<file path="src/rtl/fifo_ctrl_prog.sv">
// Pointer/count manager for a single-clock FIFO of arbitrary DEPTH, with programmable almost flags.
// Optional high-watermark register is built when FIFO_CTRL_WMARK_EN is defined.
module fifo_ctrl_prog #(
   parameter  int unsigned DEPTH   = 16,
   localparam int          PTR_WID = $clog2(DEPTH),
   localparam int          CNT_WID = PTR_WID + 1
) (
   input  logic               clk,
   input  logic               rst_n,
   input  logic               clr,
   input  logic               wen,
   input  logic               oen,
   input  logic [CNT_WID-1:0] afull_th,
   input  logic [CNT_WID-1:0] aempty_th,
   output logic [PTR_WID-1:0] rd_ptr,
   output logic [PTR_WID-1:0] wr_ptr,
   output logic [CNT_WID-1:0] count,
   output logic               full,
   output logic               empty,
   output logic               afull,
   output logic               aempty,
   output logic               ovf,
   output logic               udf,
   output logic [CNT_WID-1:0] wmark
);

   localparam logic [CNT_WID-1:0] DEPTH_CNT = CNT_WID'(DEPTH);
   localparam logic [31:0]        LAST_IDX  = 32'(DEPTH - 1);

   logic [CNT_WID-1:0] count_q, count_d;
   logic [PTR_WID-1:0] rd_ptr_q, rd_ptr_d;
   logic [PTR_WID-1:0] wr_ptr_q, wr_ptr_d;
   logic               ovf_q, ovf_d;
   logic               udf_q, udf_d;
   logic               full_s, empty_s;
   logic               push_ok, pop_ok;

   // Wrap compare is done at 32 bits so non-power-of-two depths roll over at DEPTH-1.
   function automatic logic [PTR_WID-1:0] ptr_inc(input logic [PTR_WID-1:0] p);
      if (32'(p) == LAST_IDX) return '0;
      return p + PTR_WID'(1);
   endfunction

   assign full_s  = (count_q == DEPTH_CNT);
   assign empty_s = (count_q == '0);

   // A pop at full frees its slot in the same cycle, so the push is still accepted.
   assign pop_ok  = oen & ~empty_s;
   assign push_ok = wen & (~full_s | oen);

   always_comb begin
      count_d  = count_q;
      rd_ptr_d = rd_ptr_q;
      wr_ptr_d = wr_ptr_q;
      ovf_d    = ovf_q;
      udf_d    = udf_q;
      if (clr) begin
         count_d  = '0;
         rd_ptr_d = '0;
         wr_ptr_d = '0;
         ovf_d    = 1'b0;
         udf_d    = 1'b0;
      end else begin
         if (push_ok) wr_ptr_d = ptr_inc(wr_ptr_q);
         if (pop_ok)  rd_ptr_d = ptr_inc(rd_ptr_q);
         if (push_ok & ~pop_ok)      count_d = count_q + CNT_WID'(1);
         else if (pop_ok & ~push_ok) count_d = count_q - CNT_WID'(1);
         if (wen & ~push_ok) ovf_d = 1'b1;
         if (oen & ~pop_ok)  udf_d = 1'b1;
      end
   end

   always_ff @(posedge clk or negedge rst_n) begin
      if (!rst_n) begin
         count_q  <= '0;
         rd_ptr_q <= '0;
         wr_ptr_q <= '0;
         ovf_q    <= 1'b0;
         udf_q    <= 1'b0;
      end else begin
         count_q  <= count_d;
         rd_ptr_q <= rd_ptr_d;
         wr_ptr_q <= wr_ptr_d;
         ovf_q    <= ovf_d;
         udf_q    <= udf_d;
      end
   end

`ifdef FIFO_CTRL_WMARK_EN
   logic [CNT_WID-1:0] wmark_q, wmark_d;

   // Tracks registered count, so the mark trails the count by one edge.
   always_comb begin
      wmark_d = wmark_q;
      if (clr)                     wmark_d = '0;
      else if (count_q > wmark_q)  wmark_d = count_q;
   end

   always_ff @(posedge clk or negedge rst_n) begin
      if (!rst_n) wmark_q <= '0;
      else        wmark_q <= wmark_d;
   end

   assign wmark = wmark_q;
`else
   assign wmark = '0;
`endif

   assign rd_ptr = rd_ptr_q;
   assign wr_ptr = wr_ptr_q;
   assign count  = count_q;
   assign full   = full_s;
   assign empty  = empty_s;
   assign afull  = (count_q >= afull_th);
   assign aempty = (count_q <= aempty_th);
   assign ovf    = ovf_q;
   assign udf    = udf_q;

endmodule

</file>
<file path="config.mk">
export PLATFORM = sky130hd
export DESIGN_NAME = fifo_ctrl_prog
export DESIGN_NICKNAME = d
export VERILOG_FILES = /design/src/rtl/fifo_ctrl_prog.sv
export SDC_FILE = /design/constraint.sdc
export NUM_CORES = 1
export LEC_CHECK = 0
export CAP_MARGIN = 20
export CORE_MARGIN = 3
export CORE_UTILIZATION = 46
export DETAILED_ROUTE_END_ITERATION = 7
export PLACE_DENSITY = 0.78
export SLEW_MARGIN = 25
export SYNTH_ARGS = -nofsm -noshare
export SYNTH_HDL_FRONTEND = slang
export SYNTH_SLANG_ARGS = --single-unit
</file>
<file path="constraint.sdc">
create_clock -name clk -period 3.11 [get_ports clk]
set_input_delay 0.622 -clock clk [delete_from_list [all_inputs] [get_ports clk]]
set_output_delay 0.622 -clock clk [all_outputs]
set_load 0.1 [all_outputs]
</file>
# Yosys cells after proc, flatten, opt, wreduce, memory -nomap -nowiden
# Cells that the tools add are included.
# W data, S select, Z words.
# word_totals
reg_bits,15
latch_bits,0
ramBits,0
rom_bits,0
word_cells,52
mem_count,0
# classes
addsub,4
multipliers,0
div_mod_pow,0
order_cmp,2
n_eq_ne,3
n_shift,0
muxes,21
bitwise,11
reduce_logical,6
# ops
cell,n
$mux W4,8
$mux W5,3
$mux W1,10
$add A4 B1 Y4 const B,2
$eq A4 B4 Y1 const B,2
$reduce_bool A2 Y1,4
$and A1 B1 Y1,6
$add A5 B1 Y5 const B,1
$eq A5 B5 Y1 const B,1
$ge A5 B5 Y1,1
$le A5 B5 Y1,1
$logic_not A5 Y1,1
$sub A5 B1 Y5 const B,1
$not A1 Y1,4
$reduce_bool A3 Y1,1
$or A1 B1 Y1,1

# Depth between registers and ports, before layout
# logic_depth
word_depth,9
depth_mapped,9
mapped_depth_nobuf,8

# Least setup slack after synthesis
# No wires, ideal clock.
# synth_path
path_kind,flip-flop to output port
startpoint,reg count_q[0] (netlist: count[0])
endpoint,out afull
t_arrival_ps,3816
required_ps,2488
path_slack_ps,-1328
stages_incl_launch_ff,7
n_path_buf,0
cell_sequence,dfrtp_1 > inv_1 > ha_1 > nand2b_1 > a21o_1 > a21oi_1 > o21ai_0
# synth_via
elab_chain_len,1
# synth_rtl
element,line,rtl
from (decl),30,"logic [CNT_WID-1:0] count_q, count_d;"
from (signal assigned),81,count_q <= count_d;
$ge A5 B5 Y1,114,assign afull = (count_q >= afull_th);
to (decl),20,"output logic afull,"
# No other way between the ends.

# Worst setup path in the final report
# layout_path
startpoint,in aempty_th[1]
endpoint,out aempty
# layout_via
elab_chain_len,1
# layout_rtl
element,line,rtl
from (decl),14,"input logic [CNT_WID-1:0] aempty_th,"
$le A5 B5 Y1,115,assign aempty = (count_q <= aempty_th);
to (decl),21,"output logic aempty,"
# No other way between the ends.

==> metrics.md <==
| Metric | Value |
|---|---|
| Outcome | `completed` |
| Grt total ovfl | `0` |
| Fin nets | `203` |
| I/O pin cnt | `39` |
| Fill count | `213` |
| Hpwl dp | `2040 um` |
| Final min period | `2.84 ns` |
| Req. time, crit path | `2.49 ns` |
| Routed Antenna Nets | `0` |
| RSZ-0062 raised after global routing | `no` |
| CTS max path bufs | `2` |
| Die ar. | `3370 um^2` |
| Synth Warn # | `0` |
| Initial antenna violation count | `0` |
| Yosys cell types | `39` |
| Die width | `58.1 um` |
| Worst setup path category | `in2out` |
| Critical path fanouts, max | `2` |
| Post-route cell area | `1620 um^2` |
| Fmax | `352 MHz` |
| Share of cells above drive strength 1 | `21.2%` |
| Worst skew pair latency | `0.28 ns` |
| Crit end category | `primary output` |
| Diodes inserted | `0` |
| DR pass1 iterations | `4` |
| Number of H-tree levels | `1` |
| Post-route setup TNS | `0 ns` |
| Final hold viol count | `0` |
| Root Buffer Master | `clkbuf_4` |
| Final setup vio count | `0` |
| Count of pins over their slew limit | `0` |
| Highest-count cells in the layout ignoring fill and taps | `buf_4, ha_1, clkdlybuf4s50_1, dfrtp_1, a21oi_1` |
| Worst vdd ir | `0.743 mV` |
| Avg Inst Size Synth | `9.31 um^2` |
| GRT Total Usage | `16.6%` |
| Clk slew on worst S/H paths | `0.08 ns` |
| Residual DRC count | `0` |
| Via count of the first global-routing pass | `1066` |
| Initial DRC count | `20` |
| Commonest non-fill, non-tap cell in the layout | `buf_4` |
| Post-cts gate resize count | `0` |
| Min-Delay Path Class | `reg2reg` |
| PortBufs | `33` |
| Cell Area, Synth | `1250 um^2` |
| P_leak | `0.000777 uW` |
| Max Cap Viol | `0` |
| Power Dens Cells | `973 nW/um^2` |
| Cts hold-fix bufs | `0` |
| Core area | `2520 um^2` |
| Sequential share of the synthesized area | `30.1%` |
| First-pass GRT wire length | `4430 um` |
| Number of setup buffers added after CTS | `0` |
| Final period utilization | `91.4%` |
| Critical path, cell by cell | `clkdlybuf4s50_1 > inv_1 > ha_1 > nor2b_1 > o21a_1 > o21ai_0 > a21o_1 > buf_12` |
| Startpoint types | `input pin` |
| Async SR Flop Fraction | `100%` |
| Number of flops mapped to enable cells by yosys | `0` |
| Vias | `1080` |
| Crit-path max cell delay | `0.45 ns` |
| Cell count after synthesis | `134` |
| Clk_skew | `0.00370 ns` |
| Area grow syn2layout | `30.2%` |
| Yosys top cell area share | `30.1%` |
| Area leader, netlist | `dfrtp_1` |
| CTS tree | `yes` |
| Slew of the pin with the lowest slew margin | `0.676 ns` |
| Max stage delay cell, worst path | `clkdlybuf4s50_1` |
| Slew margin rel. | `54.5%` |
| Pin count of the biggest net entering global routing | `16` |
| Wirelength per Cell | `13.0 um` |
| Prevailing post-synth register cell | `dfrtp_1` |
| Arrival time worst endpoint | `2.22 ns` |
| Seq cells post-synth | `15` |
| Total CTS buffers | `3` |
| Vias per cell | `5.40` |
| Util after Layout | `64.4%` |
| Post-Route WL | `2600 um` |
| Initial core utilization | `49.5%` |
| Die Span Y | `58.1 um` |
| Routability-driven placement congestion ratio | `0.865` |
| # rows | `18` |
| TritonCTS sink count | `15` |
| Top cells by area, synth | `dfrtp_1, ha_1, a21oi_1, buf_4, inv_1` |
| Post-DP Area | `1600 um^2` |
cell usage after synthesis, types with 2 or more instances:
library cell  count
mux2_1            3
mux2i_1           3
nor2_1           10
inv_1            10
xor2_1            2
or3_1             3
a311o_1           2
nor2b_1           3
ha_1             16
nand3_1           3
a21oi_1          11
a21o_1            2
and2_1            2
xnor2_1           2
nand2_1           7
nand2b_1          4
buf_4             5
buf_2             2
o211ai_1          5
o21ai_0           5
o21a_1            2
dfrtp_1          15
report_power, final:
group	internal [uW]	switching, uW	total [uW]
Combinational	370	777	1150
Sequential	236	85.2	322
Clock	49.8	61.1	111
registers in the layout, indices dropped and copies added, names as in the netlist:
signal / cells
count: 5
ovf: 1
rd_ptr: 4
udf: 1
wr_ptr: 4
per-stage QoR:
| stage | setup WS, ns | instances | power [uW] | hold slack, ns |
|---|---|---|---|---|
| CTS | 0.271 | 200 | 1590 | 0.519 |
| floorplan | 0.0543 | 138 | 1190 | 0.326 |
| global placement | 0.264 | 196 | 1450 | 0.479 |
| global route | 0.0905 | 200 | 1680 | 0.547 |
| detailed placement | 0.197 | 196 | 1470 | 0.496 |
| finish | 0.268 | 200 | 1580 | 0.515 |
final cells by class:
type / instances / area [um^2] / share of cell area (%)
Multi-Input combinational cell: 104 / 793 / 48.8
Sequential cell: 15 / 379 / 23.3
Timing Repair Buffer: 37 / 350 / 21.6
Inverter: 10 / 37.5 / 2.31
Tap cell: 30 / 37.5 / 2.31
Clock buffer: 4 / 26.3 / 1.62
worst max-delay path: cells and delay by family:
family	cells	cell delay, ns
buffers and inverters	3	0.67
adder cells (fa/ha/maj)	1	0.29
AND/OR/NAND/NOR	1	0.14
AO/OA/AOI/OAI	3	0.49
routing by layer:
metal	global-route usage (%)	routed length (um)
met1	19.8	1100
met2	29.7	1280
met3	2.23	182
met4	6.95	34
met5	0	0
cells by family after synthesis:
group                    synth area share, %
AO/OA/AOI/OAI                           20.2
buffers and inverters                   8.02
XOR/XNOR                                2.81
AND/OR/NAND/NOR                         15.8
other                                  0.301
flip-flops                              30.1
adder cells (fa/ha/maj)                 17.7
multiplexers                            5.12
worst paths after layout:
check	start	end	slack, ns	depth (start not counted)
min in group asynchronous	rst_n	rd_ptr[3]$_DFFE_PN0P_	0.74	1
max reg2reg	count[0]$_DFFE_PN0P_	count[4]$_DFFE_PN0P_	0.27	9
min	ovf$_DFFE_PN0P_	ovf$_DFFE_PN0P_	0.52	2
max	aempty_th[1]	aempty	0.27	8
max in group asynchronous	rst_n	count[2]$_DFFE_PN0P_	1.90	1
min reg2reg	ovf$_DFFE_PN0P_	ovf$_DFFE_PN0P_	0.52	2
Power figures use the tool's default switching activity.
